--- config.mk ---
export PLATFORM = sky130hd
export DESIGN_NAME = reg_wb_queue
export DESIGN_NICKNAME = d
export VERILOG_FILES = /design/src/rtl/wb_pkg.sv /design/src/rtl/wb_entry_fifo.sv /design/src/rtl/reg_wb_queue.sv
export SDC_FILE = /design/constraint.sdc
export NUM_CORES = 1
export LEC_CHECK = 0
export BUFFER_PORTS_ARGS = -buffer_cell sky130_fd_sc_hd__buf_2
export CAP_MARGIN = 5
export CORE_MARGIN = 3
export CORE_UTILIZATION = 60
export DETAILED_ROUTE_END_ITERATION = 16
export MAX_ROUTING_LAYER = met4
export PLACE_DENSITY_LB_ADDON = 0.05
export SLEW_MARGIN = 20
export SYNTH_ARGS = -nofsm -noshare
export SYNTH_HDL_FRONTEND = slang
export SYNTH_SLANG_ARGS = --single-unit
--- constraint.sdc ---
create_clock -name clk -period 3.3 [get_ports clk]
set_clock_uncertainty 0.1 [all_clocks]
set_input_delay 0.165 -clock clk [delete_from_list [all_inputs] [get_ports clk]]
set_output_delay 0.165 -clock clk [all_outputs]
set_load 0.02 [all_outputs]
--- src/rtl/wb_pkg.sv ---
// Shared widths, default depth and the queued-write entry type for the register write-back queue.
// No logic; imported by reg_wb_queue and wb_entry_fifo.
package wb_pkg;

    localparam int REG_IDX_W        = 4;
    localparam int DATA_W           = 16;
    localparam int WB_DEPTH_DEFAULT = 4;

    typedef struct packed {
        logic [REG_IDX_W-1:0] reg_idx;
        logic [DATA_W-1:0]    data;
    } wb_entry_t;

endpackage

--- src/rtl/wb_entry_fifo.sv ---
// Circular FIFO of write-back entries; head is combinational, push lands on the next edge.
// Push when full is honoured only alongside a pop; clear wins over push and pop.
module wb_entry_fifo
    import wb_pkg::*;
#(
    parameter int DEPTH = WB_DEPTH_DEFAULT
) (
    input  logic                        clk,
    input  logic                        rst_n,
    input  logic                        clear,
    input  logic                        push,
    input  wb_entry_t                   push_entry,
    input  logic                        pop,
    output wb_entry_t                   head,
    output wb_entry_t [DEPTH-1:0]       entries,
    output logic [$clog2(DEPTH)-1:0]    rd_ptr,
    output logic [$clog2(DEPTH):0]      count,
    output logic                        full,
    output logic                        empty
);

    localparam int PTR_W = $clog2(DEPTH);
    localparam int CNT_W = PTR_W + 1;

    wb_entry_t [DEPTH-1:0] mem;
    logic [PTR_W-1:0]      wr_ptr;
    logic                  do_push;
    logic                  do_pop;

    assign full    = (count == CNT_W'(DEPTH));
    assign empty   = (count == '0);
    assign do_pop  = pop & ~empty;
    assign do_push = push & (~full | do_pop);
    assign head    = mem[rd_ptr];
    assign entries = mem;

    // DEPTH is a power of two, so the pointers wrap by plain overflow.
    always_ff @(posedge clk) begin
        if (!rst_n) begin
            mem    <= '0;
            wr_ptr <= '0;
            rd_ptr <= '0;
            count  <= '0;
        end else if (clear) begin
            wr_ptr <= '0;
            rd_ptr <= '0;
            count  <= '0;
        end else begin
            if (do_push) begin
                mem[wr_ptr] <= push_entry;
                wr_ptr      <= wr_ptr + 1'b1;
            end
            if (do_pop) begin
                rd_ptr <= rd_ptr + 1'b1;
            end
            count <= count + CNT_W'(do_push) - CNT_W'(do_pop);
        end
    end

endmodule

--- src/rtl/reg_wb_queue.sv ---
// Register-file write-back queue, load over ALU; 1-cycle latency, no bypass; optional WB_R0_ZERO_EN drops R0 writes.
// Backpressure: ready falls on flush, reset, or full while wb_hold; a full queue still accepts when it pops.
module reg_wb_queue #(
    parameter int DEPTH = wb_pkg::WB_DEPTH_DEFAULT
) (
    input  logic                     clk,
    input  logic                     rst_n,
    input  logic                     ld_valid,
    input  logic [3:0]               ld_reg,
    input  logic [15:0]              ld_data,
    output logic                     ld_ready,
    input  logic                     alu_valid,
    input  logic [3:0]               alu_reg,
    input  logic [15:0]              alu_data,
    output logic                     alu_ready,
    input  logic                     wb_hold,
    input  logic                     flush,
    output logic [3:0]               DstReg,
    output logic [15:0]              DstData,
    output logic                     WriteReg,
    input  logic [3:0]               SrcReg1,
    input  logic [3:0]               SrcReg2,
    output logic                     Src1Pending,
    output logic                     Src2Pending,
    output logic [$clog2(DEPTH):0]   count
);

    import wb_pkg::*;

    localparam int PTR_W = $clog2(DEPTH);
    localparam int CNT_W = PTR_W + 1;

    wb_entry_t             push_entry;
    wb_entry_t             head;
    wb_entry_t [DEPTH-1:0] entries;
    logic [PTR_W-1:0]      rd_ptr;
    logic [PTR_W-1:0]      slot_ofs;
    logic                  full;
    logic                  empty;
    logic                  push;
    logic                  enq;
    logic                  pop;

    assign ld_ready  = rst_n & ~flush & (~full | ~wb_hold);
    assign alu_ready = ld_ready & ~ld_valid;
    assign push      = (ld_valid & ld_ready) | (alu_valid & alu_ready);

    always_comb begin
        push_entry = '0;
        if (ld_valid) begin
            push_entry.reg_idx = ld_reg;
            push_entry.data    = ld_data;
        end else begin
            push_entry.reg_idx = alu_reg;
            push_entry.data    = alu_data;
        end
    end

`ifdef WB_R0_ZERO_EN
    // R0 is hardwired zero: handshake completes but nothing is stored.
    assign enq = push & (push_entry.reg_idx != '0);
`else
    assign enq = push;
`endif

    assign pop      = rst_n & ~empty & ~wb_hold & ~flush;
    assign WriteReg = pop;
    assign DstReg   = head.reg_idx;
    assign DstData  = head.data;

    wb_entry_fifo #(
        .DEPTH (DEPTH)
    ) u_fifo (
        .clk        (clk),
        .rst_n      (rst_n),
        .clear      (flush),
        .push       (enq),
        .push_entry (push_entry),
        .pop        (pop),
        .head       (head),
        .entries    (entries),
        .rd_ptr     (rd_ptr),
        .count      (count),
        .full       (full),
        .empty      (empty)
    );

    // A slot is live when its distance from the head is below the occupancy.
    always_comb begin
        Src1Pending = 1'b0;
        Src2Pending = 1'b0;
        slot_ofs    = '0;
        for (int i = 0; i < DEPTH; i++) begin
            slot_ofs = PTR_W'(i) - rd_ptr;
            if (CNT_W'(slot_ofs) < count) begin
                if (entries[i].reg_idx == SrcReg1) Src1Pending = 1'b1;
                if (entries[i].reg_idx == SrcReg2) Src2Pending = 1'b1;
            end
        end
    end

endmodule

# Word level (Yosys, flattened, before mapping)
# Cells that the tools add are included.
dict set report totals {
  ff_bits 87
  inputBits 54
  out_inout_bits 28
  elab_cells 80
}
dict set report op_classes {
  addsub 8
  magnitude_cmp 7
  n_eq_ne 9
  mux 22
  bitwise_logic 19
  n_reduce_logical 4
}
# cell count
set ops {}
lappend ops {{$bwmux W80} 1}
lappend ops {{$mux W20} 3}
lappend ops {{$bmux W20 S2} 1}
lappend ops {{$demux W20 S2} 1}
lappend ops {{$eq A4 B4 Y1} 8}
lappend ops {{$mux W1} 16}
lappend ops {{$lt A2 B3 Y1} 4}
lappend ops {{$and A1 B1 Y1} 10}
lappend ops {{$lt A2 B3 Y1 const B} 2}
lappend ops {{$not A1 Y1} 6}
lappend ops {{$add A2 B1 Y2 const B} 2}
lappend ops {{$sub A1 B2 Y2 const A} 2}
lappend ops {{$sub A2 B2 Y2 const A} 2}
lappend ops {{$add A3 B1 Y3} 1}
lappend ops {{$eq A3 B3 Y1 const B} 1}
lappend ops {{$logic_not A3 Y1} 1}
lappend ops {{$or A1 B1 Y1} 3}
lappend ops {{$sub A3 B1 Y3} 1}
lappend ops {{$ge A2 B1 Y1 const B} 1}
lappend ops {{$reduce_and A2 Y1} 1}
lappend ops {{$reduce_or A2 Y1} 1}
lappend ops {{$logic_and A1 B1 Y1} 1}

# Longest topological paths before layout
# Gate-level depths: netlist of run 1.
dict set report depth {
  word_depth 10
  depth_mapped 12
}

# Modules after synthesis
# A second synthesis of run 1 with hierarchy kept.
dict set report unflattened {
  hier_cells 448
  area_unflattened_um2 4591.9
}
# mod instances cells_per_inst area_each_um2 seq_area_each_um2
set by_module_without_submodules {}
lappend by_module_without_submodules {wb_entry_fifo 1 357 3832.4 1741.7}
lappend by_module_without_submodules {reg_wb_queue 1 91 759.5 0.0}

# Least setup slack after synthesis of run 1
# No wires, ideal clock.
dict set report synth_path {
  kind {register to register}
  start {register u_fifo.count[1]}
  end {register u_fifo.count[2]}
  setup_time_ps 128
  arrival_ps 2120
  required_ps 3072
  path_slack_ps 952
  path_stages_with_launch 11
  path_buffers 0
  period_less_slack_ps 2348
  path_cell_list {dfxtp_1 nor3_1 nor3_1 ha_1 inv_1 ha_1 inv_1 fa_1 xnor2_1 xnor2_1 nor2_1}
}
dict set report synth_via {
  elab_chain_cells 10
  elab_cells_between_ends 18
  cone_classes {2 x add/sub; 1 x eq/ne; 14 x bitwise; 1 x reduce/logical}
}
# item line
set synth_lines {}
lappend synth_lines {{from (decl)} wb_entry_fifo.sv:17} ;# output logic [$clog2(DEPTH):0] count,
lappend synth_lines {{from (signal assigned)} wb_entry_fifo.sv:56} ;# count <= count + CNT_W'(do_push) - CNT_W'(do_pop);
lappend synth_lines {{$logic_not A3 Y1 *} wb_entry_fifo.sv:31} ;# assign empty = (count == '0);
lappend synth_lines {{$not A1 Y1 *} {wb_entry_fifo.sv:32, reg_wb_queue.sv:66}}
lappend synth_lines {{$and A1 B1 Y1 (3 in series)} reg_wb_queue.sv:66} ;# assign pop = rst_n & ~empty & ~wb_hold & ~flush;
lappend synth_lines {{$and A1 B1 Y1 *} wb_entry_fifo.sv:32} ;# assign do_pop = pop & ~empty;
lappend synth_lines {{named net u_fifo.do_pop} wb_entry_fifo.sv:28} ;# logic do_pop;
lappend synth_lines {{$or A1 B1 Y1} wb_entry_fifo.sv:33} ;# assign do_push = push & (~full | do_pop);
lappend synth_lines {{$and A1 B1 Y1} wb_entry_fifo.sv:33}
lappend synth_lines {{$add A3 B1 Y3} wb_entry_fifo.sv:56}
lappend synth_lines {{$sub A3 B1 Y3 *} wb_entry_fifo.sv:56}
# Mark *: on every way through the listed nets, which the timed path passes. The rest lies on a longest branch.
# A chain may end at the register's enable or synchronous reset.

# Worst setup path after layout of run 1
dict set report layout_path {
  start {register u_fifo.count[1]}
  end {output Src2Pending}
}
dict set report layout_via {
  elab_chain_cells 8
  elab_cells_between_ends 11
  cone_classes {4 x order compare; 7 x mux}
}
# item line
set layout_lines {}
lappend layout_lines {{$lt A2 B3 Y1} reg_wb_queue.sv:95} ;# if (CNT_W'(slot_ofs) < count) begin
lappend layout_lines {{$mux W1} reg_wb_queue.sv:95}
lappend layout_lines {{$mux W1} reg_wb_queue.sv:97} ;# if (entries[i].reg_idx == SrcReg2) Src2Pending = 1'b1;
lappend layout_lines {{$mux W1} reg_wb_queue.sv:95}
lappend layout_lines {{$mux W1} reg_wb_queue.sv:97}
lappend layout_lines {{$mux W1} reg_wb_queue.sv:95}
lappend layout_lines {{$mux W1} reg_wb_queue.sv:97}
lappend layout_lines {{$mux W1 *} reg_wb_queue.sv:95}
lappend layout_lines {{to (decl)} reg_wb_queue.sv:24} ;# output logic Src2Pending,
# Mark *: on every way between the ends. The rest lies on a longest branch, timed or not.

==> results of run 1 <==
critical path, cell delays in order (launching register included):
cell and delay (ps):
dfxtp_1 470, inv_1 140, ha_1 320, a21boi_1 130, o21ai_0 320, a22oi_1 150, nand2_1 100, buf_2 160
cell type report:
type	count	area (µm²)	share of cell area (%)
Clock buffer	10	127.6	2.460
Clock inverter	6	53.80	1.037
Inverter	14	52.55	1.013
Multi-Input combinational cell	294	2561	49.36
Sequential cell	87	1742	33.57
Tap cell	99	123.9	2.387
Timing Repair Buffer	94	528.0	10.18
cells by family (layout without fill, tap and decap cells):
kind of cell | after synthesis | count (layout)
buffers and inverters | 51 | 124
multiplexers | 40 | 40
adder cells (fa/ha/maj) | 11 | 11
XOR/XNOR | 38 | 38
AND/OR/NAND/NOR | 114 | 114
AO/OA/AOI/OAI | 91 | 91
flip-flops | 87 | 87
power by group:
part	switching, W	total, W	internal, W
Combinational	0.000141	0.000249	0.000108
Clock	0.000394	0.000679	0.000286
Sequential	0.0000167	0.00109	0.00107
Total	0.000551	0.00202	0.00147
final timing paths:
check | end | cells past startpoint | slack (ps) | startpoint
worst max register to register | u_fifo.count[2] | 10 | 910 | u_fifo.count[1]
worst min register to register | u_fifo.entries[26] | 1 | 400 | u_fifo.entries[26]
worst min-delay path | u_fifo.rd_ptr[1] | 4 | 100 | wb_hold
worst max-delay path | Src2Pending | 7 | 900 | u_fifo.count[1]
per-layer routing:
metal | vias to the layer above | wire length [µm] | global-route usage, %
li1 | 1691 | - | -
met1 | 1634 | 4339 | 31.82
met2 | 108 | 4589 | 37.37
met3 | 16 | 495 | 3.574
met4 | 0 | 103 | 6.838
met5 | - | 0 | -
placed cells by master (no fill, tap or decap), types with 2 or more instances in the layout:
cell type / instances
mux4_2: 20
ha_1: 10
dfxtp_1: 87
buf_2: 81
nor2_1: 7
o211a_1: 80
a31oi_1: 2
o21ai_0: 2
nor3_1: 4
buf_4: 11
a22oi_1: 4
xnor2_1: 6
clkbuf_8: 9
xor2_1: 32
mux2i_1: 20
nor4_1: 8
nand2_1: 83
nor2b_1: 2
clkinv_4: 3
nor4_4: 4
buf_12: 2
nand2b_1: 2
inv_2: 2
inv_1: 12
metrics by stage:
stage,power (W),util [%]
3_5_place_dp,0.001362,68.67
3_3_place_gp,0.001356,68.67
2_1_floorplan,0.001274,-
5_1_grt,0.002097,71.16
4_1_cts,0.002030,71.16
6_report,0.002016,71.16
sequential cells by signal, indices dropped and copies added (netlist names):
name,count
u_fifo.wr_ptr,2
u_fifo.count,3
u_fifo.rd_ptr,2
u_fifo.entries,80
cells in the mapped netlist:
cell,n
o21ai_0,2
nand2_1,83
inv_2,2
a21oi_1,1
o211a_1,80
nor4_4,4
mux2i_1,20
nand2b_1,2
a31oi_1,2
fa_1,1
a21boi_1,1
ha_1,10
clkbuf_1,10
nor2b_1,2
xor2_1,32
o31ai_1,1
a22oi_1,4
nor3_1,4
dfxtp_1,87
nor4b_1,1
xnor2_1,6
nor4bb_1,1
nor4_1,8
mux4_2,20
nor3_2,1
inv_1,12
nor2_2,1
nor2_1,7
buf_2,27
==> flow_metrics.env, run 1 <==
export IMPL_synth_top_family_by_area="compound AO/OA/AOI/OAI gates"
export IMPL_hpwl_mm=6.577
export IMPL_die_h_um=92.81
export IMPL_yosys_warnings=0
export IMPL_worst_pin_slew_ps=801.7
export IMPL_wl_mm=9.528
export IMPL_finalMaxSlewViolations=0
export IMPL_holdBufCountCts=0
export IMPL_place_congestion=0.7409
export IMPL_first_pass_iters=4
export IMPL_startpoint_type="flip-flop"
export IMPL_synth_xor_area_share_pct=7.360
export IMPL_via_per_inst=5.710
export IMPL_synth_top_area_share_pct=38.52
export IMPL_crit_type="flip-flop to primary output"
export IMPL_final_cell_area_um2=5189
export IMPL_synth_top_area_cell="dfxtp_1"
export IMPL_fin_ws_ps=900.5
export IMPL_fin_crit_ps=2399
export IMPL_ys_ff_latch=87
export IMPL_p_leak_nw=3.074
export IMPL_status="complete, no violations"
export IMPL_drive_above_1_share_pct=27.33
export IMPL_cts_tree="done"
export IMPL_htreeDepth=3
export IMPL_hold_viol_final=0
export IMPL_setup_viol=0
export IMPL_drtIter0Drc=190
export IMPL_ioPinCount=82
export IMPL_cts_root_buf="clkbuf_8"
export IMPL_grt_max_degree=81
export IMPL_avgSynthCellArea_um2=10.47
export IMPL_clk_pin_slew_ps=80
export IMPL_grt_pass1_vias=3355
export IMPL_required_ps=3030
export IMPL_vias=3449
export IMPL_fp_coreArea_um2=7292
export IMPL_syn_cell_area_um2=4522
export IMPL_gr_usage_all_layers_pct=23.68
export IMPL_insertion_delay_ps=340
export IMPL_antenna_found_initial=0
export IMPL_fmax_mhz=416.8
export IMPL_drv_cap=0
export IMPL_ant_nets=0
export IMPL_post_place_cells=588
export IMPL_p_per_area_nw_per_um2=388.6
export IMPL_setup_worst_path_end_class="primary output"
export IMPL_rows=31
export IMPL_clockBufferDepth=2
export IMPL_port_buffers=81
export IMPL_synth_compound_area_share_pct=19.31
export IMPL_ir_drop_mv=0.2321
export IMPL_synthMuxAreaShare_pct=14.39
export IMPL_worst_path_max_fanout=6
export IMPL_grt_pass1_wl_mm=16.14
export IMPL_ys_seq_area_share_pct=38.52
export IMPL_die_w_um=92.81
export IMPL_area_growth_pct=14.75
export IMPL_hold_ws_ps=96.47
export IMPL_final_cells=604
export IMPL_clock_sinks=87
export IMPL_numCtsBuffers=9
export IMPL_start_util_pct=62.01
export IMPL_fill_cells=597
export IMPL_hp_class="input pin to flip-flop"
export IMPL_synth_area_leaders="dfxtp_1 39%, o211a_1 18%, mux4_2 10%"
export IMPL_antenna_cells=0
export IMPL_placed_area_um2=5007
export IMPL_drc=0
export IMPL_cts_resized=0
export IMPL_synth_fa_ha_area_share_pct=3.210
export IMPL_tns_ps=0
export IMPL_worstPathArrival_ps=2130
export IMPL_wl_per_cell_um=15.77
export IMPL_cts_setup_buffers=0
export IMPL_grt_overflow=0
export IMPL_synth_nets=497
export IMPL_synth_simple_area_share_pct=12.23
export IMPL_dieArea_um2=8614
export IMPL_fin_nets=565
export IMPL_synth_cell_types=29
export IMPL_rsz0062_at_grt="no"
export IMPL_pre_cts_ws_ps=896.8
export IMPL_synth_cells=432
export IMPL_period_share_pct=72.71
export IMPL_slew_headroom_pct=46.15
No activity file was read; power rests on OpenSTA's default activity.
==> run 2, diff against run 1 <==
ABC_AREA = 1   (was not set)
CORE_UTILIZATION = 52   (was 60)
clock period = 2 ns   (was 3.3 ns; I/O delays follow)
==> flow_metrics.env, run 2 <==
export IMPL_synth_most_common_cell="nand2_1"
export IMPL_yosys_warnings=0
export IMPL_synth_top_area_share_pct=32.33
export IMPL_r2r_start="u_fifo.count[1]"
export IMPL_fin_ws_ps=-52.72
export IMPL_numCtsBuffers=9
export IMPL_htreeDepth=3
export IMPL_setup_viol=3
export IMPL_drv_cap=0
export IMPL_antenna_cells=0
export IMPL_ir_drop_mv=0.4166
export IMPL_synth_compound_area_share_pct=8.432
export IMPL_grt_overflow=0
export IMPL_drtIter0Drc=329
export IMPL_final_cells=1135
export IMPL_dieArea_um2=11620
export IMPL_via_per_inst=4.935
export IMPL_ys_async_sr_fraction_pct=0
export IMPL_antenna_found_initial=0
export IMPL_p_per_area_nw_per_um2=573.1
export IMPL_power_w=0.003634
export IMPL_grt_pass1_vias=5138
export IMPL_slew_headroom_pct=43.44
export IMPL_power_switching_w=0.001069
export IMPL_worstPathArrival_ps=1850
export IMPL_worstHoldStart="alu_data[5]"
export IMPL_final_cell_mix="299 x nand2_1, 190 x inv_1, 136 x nor2_1, 82 x dfxtp_1, 79 x buf_2"
export IMPL_final_common_cell="nand2_1"
export IMPL_post_place_cells=1112
export IMPL_synth_top_family_by_area="simple AND/OR/NAND/NOR gates"
export IMPL_drc=0
export IMPL_die_w_um=107.8
export IMPL_fin_crit_ps=2053
export IMPL_crit_type="flip-flop to primary output"
export IMPL_p_leak_nw=3.488
export IMPL_cp_slowest_stage_delay_ps=400
export IMPL_switching_share_pct=29.42
export IMPL_startpoint_type="flip-flop"
export IMPL_ys_seq_area_share_pct=32.33
export IMPL_synth_area_leaders="dfxtp_1 32%, nand2_1 21%, inv_1 13%"
export IMPL_grt_max_degree=81
export IMPL_gr_usage_all_layers_pct=26.15
export IMPL_place_congestion=0.8916
export IMPL_ant_nets=0
export IMPL_worst_path_max_fanout=5
export IMPL_start_util_pct=54.36
export IMPL_insertion_delay_ps=350
export IMPL_p_comb_share_pct=16.3
export IMPL_ys_flop_type="dfxtp_1"
export IMPL_synthMuxAreaShare_pct=0
export IMPL_fin_nets=1062
export IMPL_cts_root_buf="clkbuf_8"
export IMPL_rsz0062_at_grt="yes"
export IMPL_clockBufferDepth=2
export IMPL_fmax_mhz=487.2
export IMPL_ioPinCount=82
export IMPL_port_buffers=81
export IMPL_crit_top_cell="nand2_1"
export IMPL_synth_top_area_cell="dfxtp_1"
export IMPL_synth_edf_count=0
export IMPL_largest_reg_flops=80
export IMPL_fp_coreArea_um2=9910
export IMPL_worst_pin_slew_ps=848.4
export IMPL_clock_sinks=87
export IMPL_wl_mm=14.71
export IMPL_required_ps=1800
export IMPL_synth_xor_area_share_pct=0.1626
export IMPL_pwr_share_seq_pct=49.2
export IMPL_hold_viol_final=0
export IMPL_fill_cells=961
export IMPL_path_cells="clkinvlp_4 > ha_1 > nand2_1 > nand2_1 > nand2_1 > nand3_1 > nand2_1 > inv_1 > nand2_1 > buf_6"
export IMPL_hp_class="input pin to flip-flop"
export IMPL_syn_cell_area_um2=5386
export IMPL_clk_pin_slew_ps=90
export IMPL_crit_path_start="u_fifo.count[1]"
export IMPL_avgSynthCellArea_um2=5.848
export IMPL_setup_worst_path_end_class="primary output"
export IMPL_first_pass_iters=5
export IMPL_synth_common_cells="307 x nand2_1, 193 x inv_1, 140 x nor2_1, 87 x dfxtp_1, 49 x nand4_1"
export IMPL_synth_cells=921
export IMPL_grt_pass1_wl_mm=23.79
export IMPL_clockPowerShare_pct=34.5
export IMPL_synth_cell_types=22
export IMPL_wl_per_cell_um=12.96
export IMPL_synth_nets=986
export IMPL_vias=5601
export IMPL_hpwl_mm=9.657
export IMPL_rows=36
export IMPL_critPathSlowestCell="dfxtp_4"
export IMPL_ys_ff_latch=87
export IMPL_violations="setup timing"
export IMPL_synth_fa_ha_area_share_pct=2.695
export IMPL_die_h_um=107.8
export IMPL_internal_power_w=0.002565
export IMPL_period_share_pct=102.6
export IMPL_drive_above_1_share_pct=15.97
export IMPL_status="finished, violations left"
export IMPL_tns_ps=-125.3
export IMPL_finalMaxSlewViolations=0
export IMPL_area_growth_pct=17.72
export IMPL_synth_simple_area_share_pct=38.56
export IMPL_cts_tree="done"
run 2: per-layer routing:
layer	part of all wire (%)	vias up	track usage [%]
met5	0	-	-
met4	2.0	0	9.558
met3	5.5	26	2.639
met2	47	171	42.10
met1	46	2480	34.20
li1	-	2924	-
run 2: area by class of cell:
type | instances | area (µm²) | share of cell area (%)
clock buffer | 10 | 127.6 | 2.013
clock inverter | 6 | 68.82 | 1.085
inverter | 196 | 739.5 | 11.66
multi-input combinational | 590 | 2796 | 44.10
sequential | 87 | 1755 | 27.68
tap | 133 | 166.4 | 2.624
timing repair buffer | 113 | 686.9 | 10.83
run 2: power groups by stage:
stage	Clock, W	Combinational [W]	Sequential, W
finish	0.00125	0.000591	0.00179
global route	0.00135	0.000666	0.00179
global placement	0	0.000561	0.00183
CTS	0.00128	0.000581	0.00179
floorplan	0	0.000390	0.00183
detailed placement	0	0.000571	0.00183
run 2: critical path, delay by kind of cell (launching register included):
kind	cells	cell delay [ps]
flops	1	400
fa+ha+maj	1	330
buf+inv	3	320
simple gates	6	430
run 2: worst paths after layout:
check             cells after the start  slack, ps                  to
setup / recovery                     10        -50         Src2Pending
hold / removal                        5         40  u_fifo.entries[25]
setup reg to reg                     12          0     u_fifo.count[2]
hold reg to reg                       4        410  u_fifo.entries[35]
run 2: stage by stage:
| step | setup slack [ps] | util, % | area, µm² | hold slack [ps] |
|---|---|---|---|---|
| 6_report | -52.72 | 63.99 | 6341 | 37.33 |
| 3_3_place_gp | 39.36 | 60.03 | 5948 | 368.4 |
| 5_1_grt | -172.6 | 63.99 | 6341 | 89.31 |
| 4_1_cts | -38.52 | 62.94 | 6237 | 33.31 |
| 2_1_floorplan | 19.65 | - | 5400 | 164.3 |
| 3_5_place_dp | -23.01 | 60.03 | 5948 | 375.7 |
run 2: logic make-up (layout without fill, tap and decap cells):
| group | count (synthesis) | count (layout) |
|---|---|---|
| and+or+nand+nor | 511 | 511 |
| AOI/OAI and AO/OA | 67 | 67 |
| xor gates and xnor gates | 1 | 1 |
| buffers and inverters | 244 | 325 |
| adders and majority gates | 11 | 11 |
| DFF | 87 | 87 |
run 2: timing repair:
action / in CTS / in global routing
resized for setup: 19 / 20
hold buffers: 1 / 0
pin swaps: 8 / 14
setup buffers: 4 / 2
cloned: 0 / 1
setup endpoints to repair: 4 / 14
hold endpoints to repair: 3 / 0
==> run 3, diff against run 2 <==
CORE_UTILIZATION = 40   (was 52)
==> flow_metrics.env, run 3 (synthesis gave the netlist of run 2 again) <==
export IMPL_worst_pin_slew_ps=872.1
export IMPL_ff2ff_path_depth=10
export IMPL_gr_usage_all_layers_pct=21.61
export IMPL_dieArea_um2=14900
export IMPL_area_growth_pct=22.21
export IMPL_fill_cells=1410
export IMPL_first_pass_iters=4
export IMPL_hp_class="input pin to flip-flop"
export IMPL_wl_mm=15.48
export IMPL_insertion_delay_ps=340
export IMPL_cts_tree="done"
export IMPL_start_util_pct=41.83
export IMPL_required_ps=1800
export IMPL_die_w_um=122.0
export IMPL_drc=0
export IMPL_via_per_inst=4.600
export IMPL_clk_pin_slew_ps=60
export IMPL_grt_overflow=0
export IMPL_cts_root_buf="clkbuf_16"
export IMPL_post_place_cells=1157
export IMPL_utilization_pct=51.12
export IMPL_hold_viol_final=0
export IMPL_antenna_found_initial=0
export IMPL_htreeDepth=3
export IMPL_ir_drop_mv=0.4989
export IMPL_drtIter0Drc=242
export IMPL_slew_headroom_pct=41.86
export IMPL_port_buffers=81
export IMPL_rsz0062_at_grt="yes"
export IMPL_fp_coreArea_um2=12880
export IMPL_pre_cts_ws_ps=29.74
export IMPL_setup_worst_path_end_class="primary output"
export IMPL_crit_type="flip-flop to primary output"
export IMPL_fin_ws_ps=36.25
export IMPL_drv_cap=0
export IMPL_fin_crit_ps=1964
export IMPL_finalMaxSlewViolations=0
export IMPL_setup_viol=0
export IMPL_rows=41
export IMPL_grt_pass1_vias=4757
export IMPL_final_common_cell="nand2_1"
export IMPL_startpoint_type="flip-flop"
export IMPL_ant_nets=0
export IMPL_ioPinCount=82
export IMPL_hpwl_mm=10.17
export IMPL_die_h_um=122.0
export IMPL_numCtsBuffers=9
export IMPL_clockBufferDepth=2
export IMPL_fin_nets=1069
export IMPL_p_leak_nw=3.573
export IMPL_worstPathArrival_ps=1760
export IMPL_worst_path_max_fanout=3
export IMPL_p_per_area_nw_per_um2=626.5
export IMPL_status="complete, no violations"
export IMPL_largest_reg_flops=80
export IMPL_grt_pass1_wl_mm=24.58
export IMPL_clock_sinks=87
export IMPL_period_share_pct=98.19
export IMPL_power_w=0.004124
export IMPL_place_congestion=0.8546
export IMPL_whs_path_depth=6
export IMPL_fmax_mhz=509.2
export IMPL_final_cell_mix="296 x nand2_1, 187 x inv_1, 135 x nor2_1, 82 x dfxtp_1, 78 x buf_2"
export IMPL_wl_per_cell_um=13.11
export IMPL_vias=5433
export IMPL_final_cells=1181
export IMPL_antenna_cells=0
export IMPL_drive_above_1_share_pct=17.44
export IMPL_grt_max_degree=81
run 3: changes by cell type in the layout (fill, tap and decap cells not counted), sizes merged:
cell      change
inv           +1
clkinvlp      -1
clkbuf        -2
buf           +9
run 3: power by group:
| part | internal, W | switching, W |
|---|---|---|
| clock | 0.000978 | 0.000752 |
| combinational | 0.000219 | 0.000383 |
| sequential | 0.00177 | 0.0000244 |
run 3: path summary, 6_finish.rpt:
kind | to | startpoint | slack (ps)
hold reg to reg | u_fifo.entries[29] | u_fifo.entries[29] | 410
setup / recovery | Src2Pending | u_fifo.rd_ptr[0] | 40
setup reg to reg | u_fifo.count[1] | u_fifo.count[1] | 140
hold / removal | u_fifo.rd_ptr[0] | wb_hold | 70
run 3: per-layer routing:
metal,wire length [µm],vias to the layer above,part of all wire (%),GRT usage (%)
met2,7156,108,46,34.74
met4,207,0,1.3,6.513
met1,7432,2367,48,28.50
li1,-,2942,-,-
met3,682,16,4.4,2.786
met5,0,-,0,-
run 3: metrics by stage:
| step | setup TNS, ps | area, µm² | hold slack, ps |
|---|---|---|---|
| 6_report | 0 | 6583 | 66.98 |
| 5_1_grt | -199.4 | 6583 | 103.1 |
| 4_1_cts | -3.052 | 6424 | 61.16 |
| 3_5_place_dp | 0 | 6047 | 359.6 |
| 3_3_place_gp | 0 | 6047 | 373.0 |
| 2_1_floorplan | 0 | 5400 | 164.3 |
run 3: repair_timing:
action / in CTS / in global routing
hold endpoints to repair: 1 / 0
buffers inserted: 4 / 3
hold buffers: 1 / 0
pin swaps: 6 / 13
endpoints found under the setup margin: 4 / 9
gates resized for setup: 12 / 40
run 3: cell type report:
cell class | count | area (µm²) | share of cell area [%]
Timing Repair Buffer | 120 | 743.2 | 11.29
Multi-Input combinational cell | 590 | 2830 | 43.00
Inverter | 196 | 740.7 | 11.25
Tap cell | 172 | 215.2 | 3.269
Sequential cell | 87 | 1755 | 26.67
Clock buffer | 10 | 229.0 | 3.478
Clock inverter | 6 | 68.82 | 1.045
run 3: critical path: stages, from the launching register on:
cell and delay, ps:
dfxtp_2 350, inv_4 50, nor2_4 90, inv_2 50
nand2_4 80, inv_4 40, ha_4 240, nand2_2 40
nand2_2 80, nand2_4 60, nand3_2 60, nand2_2 60
inv_2 50, nand2_2 40, buf_6 120
